$ cat config.mk
export PLATFORM = sky130hd
export DESIGN_NAME = spi_target_flat
export DESIGN_NICKNAME = d
export VERILOG_FILES = /design/src/rtl/spi_target_if.sv /design/src/rtl/spi_target.sv /design/src/flat_wrapper.sv
export SDC_FILE = /design/constraint.sdc
export NUM_CORES = 1
export LEC_CHECK = 0
export CAP_MARGIN = 20
export CORE_MARGIN = 1.5
export CORE_UTILIZATION = 55
export DETAILED_ROUTE_END_ITERATION = 8
export HOLD_SLACK_MARGIN = 0.12
export PLACE_DENSITY = 0.79
export SLEW_MARGIN = 20
export SYNTH_ARGS = -nofsm -noshare
export SYNTH_HDL_FRONTEND = slang
export SYNTH_SLANG_ARGS = --single-unit
$ cat constraint.sdc
create_clock -name clk -period 6.1 [get_ports clk]
set_clock_uncertainty 0.2 [all_clocks]
set_input_delay 1.83 -clock clk [delete_from_list [all_inputs] [get_ports clk]]
set_output_delay 1.83 -clock clk [all_outputs]
set_load 0.01 [all_outputs]
$ cat src/rtl/spi_target_if.sv
// spi_target_if: SPI pins plus TX/RX byte handshakes of spi_target.
// slave = the target block, master = host/consumer side.
interface spi_target_if;
  logic       spi_sck;
  logic       spi_cs_n;
  logic       spi_mosi;
  logic       spi_miso;
  logic       spi_miso_oe;
  logic [7:0] tx_data;
  logic       tx_valid;
  logic       tx_ready;
  logic       tx_underrun;
  logic [7:0] rx_data;
  logic       rx_valid;
  logic       rx_ready;
  logic       rx_overrun;
  logic       rx_overrun_clr;
  logic       cs_active;

  modport slave (
    input  spi_sck, spi_cs_n, spi_mosi,
    input  tx_data, tx_valid,
    input  rx_ready, rx_overrun_clr,
    output spi_miso, spi_miso_oe,
    output tx_ready, tx_underrun,
    output rx_data, rx_valid, rx_overrun,
    output cs_active
  );

  modport master (
    output spi_sck, spi_cs_n, spi_mosi,
    output tx_data, tx_valid,
    output rx_ready, rx_overrun_clr,
    input  spi_miso, spi_miso_oe,
    input  tx_ready, tx_underrun,
    input  rx_data, rx_valid, rx_overrun,
    input  cs_active
  );
endinterface

$ cat src/rtl/spi_target.sv
// spi_target: oversampled SPI mode-0 target, MSB first, 8-bit frames.
// Define SPI_TARGET_RXFIFO_EN for an RX_FIFO_DEPTH-entry RX FIFO.
module spi_target #(
  parameter logic [7:0] TX_IDLE       = 8'hFF,
  parameter int         RX_FIFO_DEPTH = 4
) (
  input logic         clk,
  input logic         rst,
  spi_target_if.slave bus
);

  logic [2:0] sck_q;
  logic [1:0] cs_q;
  logic [1:0] mosi_q;
  logic       cs_act_q;
  logic [2:0] bitcnt_q;
  logic [6:0] shift_rx_q;
  logic [7:0] shift_tx_q;
  logic       oe_q;
  logic       und_q;
  logic [7:0] hold_q;
  logic       hold_full_q;
  logic       ovr_q;

  logic       cs_on;
  logic       cs_fall;
  logic       cs_rise;
  logic       in_frame;
  logic       sck_rise;
  logic       sck_fall;
  logic       load;
  logic [7:0] load_val;
  logic       byte_done;
  logic [7:0] rx_byte;
  logic       rx_pop;
  logic       rx_drop;

  always_ff @(posedge clk or posedge rst) begin
    if (rst) begin
      sck_q    <= 3'b000;
      cs_q     <= 2'b11;
      mosi_q   <= 2'b00;
      cs_act_q <= 1'b0;
    end else begin
      sck_q    <= {sck_q[1:0], bus.spi_sck};
      cs_q     <= {cs_q[0], bus.spi_cs_n};
      mosi_q   <= {mosi_q[0], bus.spi_mosi};
      cs_act_q <= ~cs_q[1];
    end
  end

  assign cs_on     = ~cs_q[1];
  assign cs_fall   = cs_on & ~cs_act_q;
  assign cs_rise   = ~cs_on & cs_act_q;
  assign in_frame  = cs_on & cs_act_q;
  assign sck_rise  = in_frame & sck_q[1] & ~sck_q[2];
  assign sck_fall  = in_frame & ~sck_q[1] & sck_q[2];

  // Frame start and every byte boundary fetch the next TX byte
  assign load      = cs_fall | (sck_fall & (bitcnt_q == 3'd0));
  assign load_val  = hold_full_q ? hold_q : TX_IDLE;
  assign byte_done = sck_rise & (bitcnt_q == 3'd7);
  assign rx_byte   = {shift_rx_q, mosi_q[1]};

  always_ff @(posedge clk or posedge rst) begin
    if (rst) begin
      bitcnt_q   <= 3'd0;
      shift_rx_q <= 7'd0;
      shift_tx_q <= 8'd0;
      oe_q       <= 1'b0;
      und_q      <= 1'b0;
    end else begin
      und_q <= load & ~hold_full_q;
      if (load) begin
        shift_tx_q <= load_val;
      end else if (sck_fall) begin
        shift_tx_q <= {shift_tx_q[6:0], 1'b0};
      end
      if (cs_rise) begin
        bitcnt_q <= 3'd0;
        oe_q     <= 1'b0;
      end else if (cs_fall) begin
        bitcnt_q   <= 3'd0;
        oe_q       <= 1'b1;
        shift_rx_q <= 7'd0;
      end else if (sck_rise) begin
        shift_rx_q <= {shift_rx_q[5:0], mosi_q[1]};
        bitcnt_q   <= bitcnt_q + 3'd1;
      end
    end
  end

  always_ff @(posedge clk or posedge rst) begin
    if (rst) begin
      hold_q      <= 8'd0;
      hold_full_q <= 1'b0;
    end else if (load && hold_full_q) begin
      hold_full_q <= 1'b0;
    end else if (bus.tx_valid && !hold_full_q) begin
      hold_q      <= bus.tx_data;
      hold_full_q <= 1'b1;
    end
  end

`ifdef SPI_TARGET_RXFIFO_EN
  localparam int AW = $clog2(RX_FIFO_DEPTH);

  logic [7:0] mem_q [RX_FIFO_DEPTH];
  logic [AW:0] wptr_q;
  logic [AW:0] rptr_q;
  logic        full;
  logic        empty;
  logic        push;

  assign empty   = (wptr_q == rptr_q);
  assign full    = (wptr_q[AW] != rptr_q[AW]) &&
                   (wptr_q[AW-1:0] == rptr_q[AW-1:0]);
  assign rx_pop  = ~empty & bus.rx_ready;
  // A pop in the same clk frees the slot the push lands in
  assign push    = byte_done & (~full | rx_pop);
  assign rx_drop = byte_done & full & ~rx_pop;

  always_ff @(posedge clk or posedge rst) begin
    if (rst) begin
      wptr_q <= '0;
      rptr_q <= '0;
      for (int i = 0; i < RX_FIFO_DEPTH; i++) begin
        mem_q[i] <= 8'd0;
      end
    end else begin
      if (push) begin
        mem_q[wptr_q[AW-1:0]] <= rx_byte;
        wptr_q <= wptr_q + {{AW{1'b0}}, 1'b1};
      end
      if (rx_pop) begin
        rptr_q <= rptr_q + {{AW{1'b0}}, 1'b1};
      end
    end
  end

  assign bus.rx_data  = mem_q[rptr_q[AW-1:0]];
  assign bus.rx_valid = ~empty;
`else
  logic [7:0] rx_data_q;
  logic       rx_valid_q;
  logic       unused_cfg;

  assign unused_cfg = ^RX_FIFO_DEPTH;
  assign rx_pop     = rx_valid_q & bus.rx_ready;
  assign rx_drop    = byte_done & rx_valid_q & ~rx_pop;

  always_ff @(posedge clk or posedge rst) begin
    if (rst) begin
      rx_data_q  <= 8'd0;
      rx_valid_q <= 1'b0;
    end else if (byte_done && (!rx_valid_q || rx_pop)) begin
      rx_data_q  <= rx_byte;
      rx_valid_q <= 1'b1;
    end else if (rx_pop) begin
      rx_valid_q <= 1'b0;
    end
  end

  assign bus.rx_data  = rx_data_q;
  assign bus.rx_valid = rx_valid_q;
`endif

  always_ff @(posedge clk or posedge rst) begin
    if (rst) begin
      ovr_q <= 1'b0;
    end else if (bus.rx_overrun_clr) begin
      ovr_q <= 1'b0;
    end else if (rx_drop) begin
      ovr_q <= 1'b1;
    end
  end

  assign bus.spi_miso    = oe_q & shift_tx_q[7];
  assign bus.spi_miso_oe = oe_q;
  assign bus.tx_ready    = ~hold_full_q;
  assign bus.tx_underrun = und_q;
  assign bus.rx_overrun  = ovr_q;
  assign bus.cs_active   = cs_act_q;

endmodule

$ cat src/flat_wrapper.sv
// flat-port wrapper written by rule: the top's interface ports become plain ports
module spi_target_flat 
#(
  parameter logic [7:0] TX_IDLE       = 8'hFF,
  parameter int         RX_FIFO_DEPTH = 4
)
  (clk, rst, bus_spi_sck, bus_spi_cs_n, bus_spi_mosi, bus_tx_data, bus_tx_valid, bus_rx_ready, bus_rx_overrun_clr, bus_spi_miso, bus_spi_miso_oe, bus_tx_ready, bus_tx_underrun, bus_rx_data, bus_rx_valid, bus_rx_overrun, bus_cs_active);
  spi_target_if bus_i ();
  input logic clk;
  input logic rst;
  input wire logic [$bits(bus_i.spi_sck)-1:0] bus_spi_sck;
  input wire logic [$bits(bus_i.spi_cs_n)-1:0] bus_spi_cs_n;
  input wire logic [$bits(bus_i.spi_mosi)-1:0] bus_spi_mosi;
  input wire logic [$bits(bus_i.tx_data)-1:0] bus_tx_data;
  input wire logic [$bits(bus_i.tx_valid)-1:0] bus_tx_valid;
  input wire logic [$bits(bus_i.rx_ready)-1:0] bus_rx_ready;
  input wire logic [$bits(bus_i.rx_overrun_clr)-1:0] bus_rx_overrun_clr;
  output wire logic [$bits(bus_i.spi_miso)-1:0] bus_spi_miso;
  output wire logic [$bits(bus_i.spi_miso_oe)-1:0] bus_spi_miso_oe;
  output wire logic [$bits(bus_i.tx_ready)-1:0] bus_tx_ready;
  output wire logic [$bits(bus_i.tx_underrun)-1:0] bus_tx_underrun;
  output wire logic [$bits(bus_i.rx_data)-1:0] bus_rx_data;
  output wire logic [$bits(bus_i.rx_valid)-1:0] bus_rx_valid;
  output wire logic [$bits(bus_i.rx_overrun)-1:0] bus_rx_overrun;
  output wire logic [$bits(bus_i.cs_active)-1:0] bus_cs_active;
  assign bus_i.spi_sck = bus_spi_sck;
  assign bus_i.spi_cs_n = bus_spi_cs_n;
  assign bus_i.spi_mosi = bus_spi_mosi;
  assign bus_i.tx_data = bus_tx_data;
  assign bus_i.tx_valid = bus_tx_valid;
  assign bus_i.rx_ready = bus_rx_ready;
  assign bus_i.rx_overrun_clr = bus_rx_overrun_clr;
  assign bus_spi_miso = bus_i.spi_miso;
  assign bus_spi_miso_oe = bus_i.spi_miso_oe;
  assign bus_tx_ready = bus_i.tx_ready;
  assign bus_tx_underrun = bus_i.tx_underrun;
  assign bus_rx_data = bus_i.rx_data;
  assign bus_rx_valid = bus_i.rx_valid;
  assign bus_rx_overrun = bus_i.rx_overrun;
  assign bus_cs_active = bus_i.cs_active;
  spi_target #(.TX_IDLE(TX_IDLE), .RX_FIFO_DEPTH(RX_FIFO_DEPTH)) u_core (.clk(clk), .rst(rst), .bus(bus_i));
endmodule
==> results of run 1 <==
## cells by family (layout without fill, tap and decap cells)
| group | Yosys count | count (layout) | synth area share |
|---|---|---|---|
| AO/OA/AOI/OAI | 21 | 21 | 0.06634 |
| XOR/XNOR | 1 | 1 | 0.004301 |
| adder cells (fa/ha/maj) | 6 | 6 | 0.03685 |
| buffers and inverters | 17 | 47 | 0.04790 |
| flip-flops | 47 | 47 | 0.5786 |
| multiplexers | 25 | 25 | 0.1499 |
| AND/OR/NAND/NOR | 38 | 38 | 0.1161 |
## cells in the mapped netlist, drive strengths merged (2+ instances only)
cell / n
dfrtp: 45
mux2: 23
nor3: 11
nor2b: 9
buf: 8
o22ai: 8
a31oi: 7
inv: 7
ha: 6
or3b: 5
nand2: 3
a21oi: 2
and3b: 2
dfstp: 2
mux2i: 2
nand3b: 2
nor2: 2
## through the flow
step	hold WS [ns]	cells
finish	0.1577	231
global placement	0.1340	223
floorplan	0.1312	155
CTS	0.1636	231
global route	0.1705	231
detailed placement	0.1444	223
## layer usage
layer  vias to the layer above  global-route usage  wire, µm
met4                         0             0.05978        43
met3                         6             0.05810       144
li1                        606                   -         -
met5                         -                   0         0
met2                        29              0.3125      1646
met1                       607              0.2093      1451
## power by group
| part | internal [µW] | switching, µW | leakage [µW] | total (µW) |
|---|---|---|---|---|
| clock | 163 | 102 | 0.0000644 | 266 |
| sequential | 367 | 34.2 | 0.000576 | 401 |
| combinational | 84.6 | 54.4 | 0.000447 | 139 |
## critical path, cell delays in order, from the launching register on
cell and delay (ns):
dfrtp_1 0.40, clkinv_1 0.23, clkdlybuf4s50_1 0.55
## worst paths after layout
kind | start | end | slack (ns) | cells after the start
worst max-delay path | u_core.hold_full_q | bus_tx_ready | 2.59 | 2
worst min-delay path | u_core.sck_q[0] | u_core.sck_q[1] | 0.16 | 0
worst max register to register | u_core.bus.cs_active | u_core.shift_rx_q[6] | 3.90 | 4
worst min register to register | u_core.sck_q[0] | u_core.sck_q[1] | 0.16 | 0
max in group asynchronous | rst | u_core.cs_q[1] | 3.52 | 3
min in group asynchronous | rst | u_core.bus.rx_data[2] | 1.79 | 3
## state kept, by name, indices dropped and copies added, names as in the netlist
signal / cells
u_core.bus.rx_valid: 1
u_core.cs_q: 2
u_core.mosi_q: 2
u_core.shift_tx_q: 8
u_core.bus.rx_overrun: 1
u_core.bus.tx_underrun: 1
u_core.bus.rx_data: 8
u_core.hold_q: 8
u_core.sck_q: 3
u_core.shift_rx_q: 7
u_core.bus.spi_miso_oe: 1
u_core.bitcnt_q: 3
u_core.hold_full_q: 1
u_core.bus.cs_active: 1
## final cells by class
class	instances	area share
Tap cell	46	0.02327
Clock inverter	3	0.02731
Clock buffer	5	0.02782
Sequential cell	47	0.4765
Inverter	8	0.01214
Timing Repair Buffer	31	0.1244
Multi-Input combinational cell	91	0.3085
==> results by group, run 1 <==
Clock network
  – Worst-case clock buffer depth: 2
  – Post-CTS Setup Bufs: 0
  – Worst-path clk slew: 0.08 ns
  – Clock buffers created by TritonCTS: 5
  – CTS Sinks: 47
  – CTS tree: built
  – Number of H-tree levels: 2
  – Clk_lat worst skew: 0.30 ns
  – Cts repair resizes: 0
  – Root Driver: clkbuf_8
  – Hold_buf cts: 0

Setup path
  – CP Max Fanout: 9
  – Startpoint types: flip-flop
  – Critical path arrival: 1.48 ns
  – Setup crit end kind: output port
  – Crit Path Category: flip-flop to output port
  – Critical path required time: 4.07 ns

Power and ir drop
  – Peak VDD IR: 260.9 µV
  – PD cells: 325.6 nW/µm²
  – Leak Pwr: 0.001087 µW
  – Total power: 805.4 µW

Logic synthesis
  – Flops & latches, synth: 47
  – Number of synthesized flops with an enable pin: 0
  – Yosys warns: 0
  – Syn_area_per_cell: 13.14 µm²
  – Post-synthesis async set-or-reset flop share: 1.000
  – Top cells by area, synth: dfrtp_1 55%, mux2_2 8.8%, mux2_4 5.2%
  – Most used DFF post-synth: dfrtp_1
  – Syn Std Cell Area: 2037 µm²
  – Cell count after synthesis: 155
  – Synth unique cells: 32
  – Top cell type's share of synthesized area: 0.5528
  – Post-synth top area cell: dfrtp_1
  – Synth Net Count: 177
  – Seq/Total Area, Yosys: 0.5786

Die
  – Core area: 3442 µm²
  – I/O Pins: 31
  – Die area: 4077 µm²
  – Height of the die: 63.86 µm
  – Die width: 63.86 µm
  – Starting Density: 0.5918
  – # rows: 21

Placement
  – Hpwl dp: 2346 µm
  – Placement Setup Slack: 2.470 ns
  – Port bufs: 30
  – Gpl congestion: 0.6986
  – Placed cell areas: 2335 µm²

Cells and area
  – Filler cells: 249
  – Final Core Density: 0.7186
  – Multi-input gate area: 763.2 µm²
  – Synthesis-to-layout area growth: 21.44%
  – Sequential cell area: 1179 µm²
  – N_diodes: 0
  – Final Net Count: 206
  – Post-route cell area: 2474 µm²
  – Layout cell share with drive strength beyond 1: 0.2324
  – Most common cell after layout, fill and taps aside: dfrtp_1
  – Most frequent cells in the layout: 45 x dfrtp_1, 30 x clkdlybuf4s50_1, 16 x mux2_2, 11 x nor3_1, 9 x nor2b_1

STA
  – RSZ-0062 raised after global routing: no
  – Final Hold Viols: 0
  – Least-Margin Pin Slew: 0.9257 ns
  – Final setup viols: 0
  – Post-layout minimum cycle time: 3.506 ns
  – Period utilization: 0.5748
  – Fin. max-slew vios: 0
  – Setup total negative slack: 0 ns
  – Slew HR: 0.3816
  – Setup WS post-layout: 2.594 ns
  – Achievable clock frequency: 285.2 MHz

Routing
  – Number of DRC markers in iteration 0: 43
  – Avg WL per Cell: 14.23 µm
  – DR vias/cell: 5.403
  – Routed vias: 1248
  – 1st-pass router iterations: 4
  – DRT antenna net count: 0
  – Post-route DRC: 0
  – WL final: 3286 µm

Global routing
  – First-pass GRT wire length: 5671 µm
  – Tot GR Track Use: 0.1800
  – Largest net degree at the start of global routing: 48
  – Initial antenna violation count: 0
  – Vias in the first global route: 1296
  – Grt ovf: 0

Worst hold path
  – Worst min-delay path class: flip-flop to flip-flop

Run
  – Max-cap violations: 0

Status
  – Outcome: completed
No activity file was read; power rests on OpenSTA's default activity.
==> run 2, diff against run 1 <==
- CORE_UTILIZATION: 55 -> 53
- PLACE_DENSITY: 0.79 -> 0.77
- clock period: 6.1 -> 3.4 ns (I/O delays scaled with it)
==> results by group, run 2 (synthesis gave the netlist of run 1 again) <==
Placement
  – Gpl congestion: 0.7360
  – Placement Setup Slack: 0.6210 ns
  – Port bufs: 30
  – Hpwl dp: 2255 µm

STA
  – Setup total negative slack: 0 ns
  – RSZ-0062 raised after global routing: no
  – Worst Hold Margin: 0.1534 ns
  – Final Hold Viols: 0
  – Achievable clock frequency: 372.7 MHz
  – Setup WS post-layout: 0.7170 ns
  – Least-Margin Pin Slew: 0.9433 ns
  – Fin. max-slew vios: 0
  – Final setup viols: 0
  – Slew HR: 0.3698
  – Post-layout minimum cycle time: 2.683 ns
  – Period utilization: 0.7891

Setup path
  – Startpoint types: flip-flop
  – Critical R2R Capture: u_core.shift_rx_q[3]
  – Setup crit end kind: output port
  – Critical path required time: 2.18 ns
  – CP bufs+invs: 2
  – Crit Path Category: flip-flop to output port
  – RR Startpoint: u_core.cs_q[1]
  – CP max stage cell: clkdlybuf4s50_1
  – CP Cell Sequence: clkinv_1 > clkdlybuf4s50_1
  – Worst reg2reg setup slack: 1.28 ns
  – Max incr delay on CP: 0.55 ns
  – CP Max Fanout: 9
  – Worst r2r path cells: 5
  – CP Launch Point: u_core.hold_full_q
  – Critical path arrival: 1.46 ns
  – CP top delay family: buffers and inverters

Clock network
  – Root Driver: clkbuf_8
  – Number of H-tree levels: 2
  – CTS Sinks: 47
  – Clk_lat worst skew: 0.30 ns
  – Worst-path clk slew: 0.08 ns
  – Post-CTS Setup Bufs: 0
  – CTS tree: built
  – Clock buffers created by TritonCTS: 5
  – Hold_buf cts: 0
  – Cts repair resizes: 0
  – Worst-case clock buffer depth: 2

Power and ir drop
  – Leak Pwr: 0.001083 µW
  – PD cells: 541.0 nW/µm²
  – Peak VDD IR: 351.5 µV

Die
  – Height of the die: 65.00 µm
  – Starting Density: 0.5522
  – # rows: 22
  – Die width: 65.00 µm
  – Core area: 3689 µm²
  – I/O Pins: 31
  – Die area: 4224 µm²

Cells and area
  – Layout cell share with drive strength beyond 1: 0.2366
  – Most common cell after layout, fill and taps aside: dfrtp_1
  – Synthesis-to-layout area growth: 20.21%
  – N_diodes: 0
  – Final Net Count: 207
  – Most frequent cells in the layout: 45 x dfrtp_1, 30 x clkdlybuf4s50_1, 16 x mux2_2, 11 x nor3_1, 9 x nor2b_1

Routing
  – Post-route DRC: 0
  – 1st-pass router iterations: 4
  – Routed vias: 1240
  – DR vias/cell: 5.299
  – DRT antenna net count: 0
  – Avg WL per Cell: 13.46 µm
  – WL final: 3150 µm
  – Number of DRC markers in iteration 0: 47

Status
  – Outcome: completed

Global routing
  – Vias in the first global route: 1310
  – Grt ovf: 0
  – Largest net degree at the start of global routing: 35
  – First-pass GRT wire length: 5602 µm
  – Initial antenna violation count: 0
  – Tot GR Track Use: 0.1740

Worst hold path
  – Worst min-delay path class: flip-flop to flip-flop
  – Hold Path Sink: u_core.mosi_q[1]
  – Worst hold start: u_core.mosi_q[0]
  – Min-Delay Path Depth: 0

Run
  – Max-cap violations: 0
run 2: cell types whose count changed in the layout (fill, tap and decap cells not counted), sizes merged:
| cell | before | now |
|---|---|---|
| bufinv | 2 | 0 |
| clkbuf | 5 | 7 |
| buf | 1 | 2 |
| clkinv | 2 | 1 |
| inv | 6 | 7 |
run 2: layout make-up:
cell class / instances / area (µm²)
Clock buffer: 7 / 96.34
Clock inverter: 1 / 7.507
Fill cell: 293 / 1240
Inverter: 8 / 30.03
Multi-Input combinational cell: 91 / 760.7
Sequential cell: 47 / 1179
Tap cell: 48 / 60.06
Timing Repair Buffer: 32 / 315.3
run 2: worst max path at each step:
stage                     cells past startpoint            endpoint  slack, ns
after CTS                                     2        bus_tx_ready       0.70
after global routing                          2        bus_tx_ready       0.61
final                                         2        bus_tx_ready       0.72
after detailed placement                      3    u_core.hold_q[2]       0.62
after global placement                        3    u_core.hold_q[0]       0.70
after floorplan                               1  u_core.bitcnt_q[0]       1.07
run 2: metal layers:
layer  GRT usage  vias to the layer above  routed length [µm]  share of wire
met1      0.1974                      604                1342           0.43
met2      0.3144                       27                1631           0.52
met4     0.05851                        0                  51          0.016
li1            -                      603                   -              -
met5           0                        -                   0              0
met3     0.04688                        6                 125          0.040
run 2: power breakdown:
group          total, µW  internal, µW  switching, µW  leakage (µW)
sequential           715           658           57.4      0.000576
combinational        248           152           96.6      0.000456
clock                361           185            177     0.0000505
run 2: per-stage QoR:
step	utilization	instance area, µm²	total power (µW)	cells
after floorplan	-	2037	900.5	155
after global placement	0.6357	2345	961.0	226
after detailed placement	0.6357	2345	976.2	226
after CTS	0.6638	2449	1343	234
after global routing	0.6638	2449	1404	234
final	0.6638	2449	1325	234
==> run 3, diff against run 2 <==
- CORE_UTILIZATION: 53 -> 48
- PLACE_DENSITY: 0.77 -> 0.73
- clock period: 3.4 -> 2.4 ns (I/O delays scaled with it)
==> results by group, run 3 (synthesis gave the netlist of run 1 again) <==
Setup path
  – Worst r2r path cells: 4
  – Worst reg2reg setup slack: 0.25 ns
  – Critical path required time: 1.48 ns
  – CP endpoint: bus_spi_miso
  – Startpoint types: flip-flop
  – Critical R2R Capture: u_core.shift_rx_q[6]
  – Critical path arrival: 1.36 ns
  – CP Launch Point: u_core.bus.spi_miso_oe
  – Setup crit end kind: output port
  – Crit Path Category: flip-flop to output port
  – CP Max Fanout: 3
  – RR Startpoint: u_core.bus.cs_active

STA
  – Final setup viols: 0
  – Setup total negative slack: 0 ns
  – Slew HR: 0.6400
  – Post-layout minimum cycle time: 2.282 ns
  – Fin. max-slew vios: 0
  – Achievable clock frequency: 438.3 MHz
  – Final Hold Viols: 0
  – Period utilization: 0.9506
  – RSZ-0062 raised after global routing: no
  – Least-Margin Pin Slew: 0.5400 ns

Die
  – I/O Pins: 31
  – Die area: 4644 µm²
  – Starting Density: 0.5056
  – Die width: 68.15 µm
  – Core area: 4029 µm²
  – # rows: 23
  – Height of the die: 68.15 µm

Cells and area
  – Layout cell share with drive strength beyond 1: 0.2500
  – Synthesis-to-layout area growth: 23.28%
  – Final Net Count: 213
  – Final Core Density: 0.6233
  – N_diodes: 0
  – Most common cell after layout, fill and taps aside: dfrtp_1
  – Post-route cell area: 2511 µm²
  – Filler cells: 314
  – Most frequent cells in the layout: 45 x dfrtp_1, 30 x clkdlybuf4s50_1, 16 x mux2_2, 11 x nor3_1, 9 x nor2b_1

Placement
  – Hpwl dp: 2621 µm
  – Port bufs: 30
  – Gpl congestion: 0.6866
  – Placed cell areas: 2405 µm²

Routing
  – Post-route DRC: 0
  – Routed vias: 1252
  – WL final: 3394 µm
  – DRT antenna net count: 0
  – DR vias/cell: 5.174
  – Avg WL per Cell: 14.02 µm
  – Number of DRC markers in iteration 0: 56
  – 1st-pass router iterations: 4

Global routing
  – Largest net degree at the start of global routing: 23
  – Tot GR Track Use: 0.1767
  – Vias in the first global route: 1347
  – First-pass GRT wire length: 5927 µm
  – Initial antenna violation count: 0
  – Grt ovf: 0

Power and ir drop
  – Leak Pwr: 0.001119 µW
  – Total power: 1950 µW
  – Peak VDD IR: 523.8 µV
  – PD cells: 776.4 nW/µm²

Clock network
  – Worst-path clk slew: 0.07 ns
  – Cts repair resizes: 0
  – Worst-case clock buffer depth: 2
  – Clk_lat worst skew: 0.30 ns
  – Number of H-tree levels: 2
  – CTS tree: built
  – CTS Sinks: 47
  – Root Driver: clkbuf_8
  – Post-CTS Setup Bufs: 0
  – Hold_buf cts: 0
  – Clock buffers created by TritonCTS: 5

Status
  – Outcome: completed

Worst hold path
  – Worst min-delay path class: flip-flop to flip-flop

Run
  – Max-cap violations: 0
==> run 3: cell count changes in the layout (fill, tap and decap cells not counted) <==
cell        change
buf_12          +1
buf_4           +5
bufinv_16       +1
clkbuf_1        +2
clkbuf_8        -2
clkinvlp_4      -1
==> run 3: worst min path at each step <==
stage | start | end | slack [ns] | depth (start not counted)
after floorplan | u_core.mosi_q[0] | u_core.mosi_q[1] | 0.13 | 0
after global placement | u_core.mosi_q[0] | u_core.mosi_q[1] | 0.13 | 0
after detailed placement | u_core.sck_q[0] | u_core.sck_q[1] | 0.14 | 0
after CTS | u_core.sck_q[0] | u_core.sck_q[1] | 0.16 | 0
after global routing | u_core.cs_q[0] | u_core.cs_q[1] | 0.17 | 0
final | u_core.sck_q[0] | u_core.sck_q[1] | 0.15 | 0
==> run 3: layer usage <==
layer	vias to the layer above	GRT usage	share of wire
met1	606	0.2026	0.42
met2	28	0.3070	0.52
li1	613	-	-
met4	0	0.09000	0.019
met5	-	0	0
met3	5	0.04112	0.037
==> run 3: per-stage QoR <==
step                      cells  worst slack (ns)  hold slack (ns)
after floorplan             155            0.3672           0.1312
after detailed placement    234            0.1914           0.1424
final                       242            0.1185           0.1548
after CTS                   242            0.1091           0.1607
after global routing        242           0.07929           0.1655
after global placement      234            0.2543           0.1311
==> run 3: where the power goes <==
group | switching, µW | internal [µW] | total [µW]
sequential | 86.4 | 932 | 1020
clock | 245 | 311 | 557
combinational | 144 | 231 | 374
total | 476 | 1470 | 1950
==> run 3: layout make-up <==
class	count	area [µm²]	share of cell area
Multi-Input combinational cell	91	760.7	0.3029
Inverter	8	30.03	0.01196
Tap cell	50	62.56	0.02491
Timing Repair Buffer	38	372.9	0.1485
Sequential cell	47	1179	0.4694
Clock inverter	1	30.03	0.01196
Clock buffer	7	76.32	0.03039
==> run 3: worst max-delay path: stages (launching register included) <==
cell and delay, ns:
dfrtp_1 0.38, and2_1 0.14, clkdlybuf4s50_1 0.54
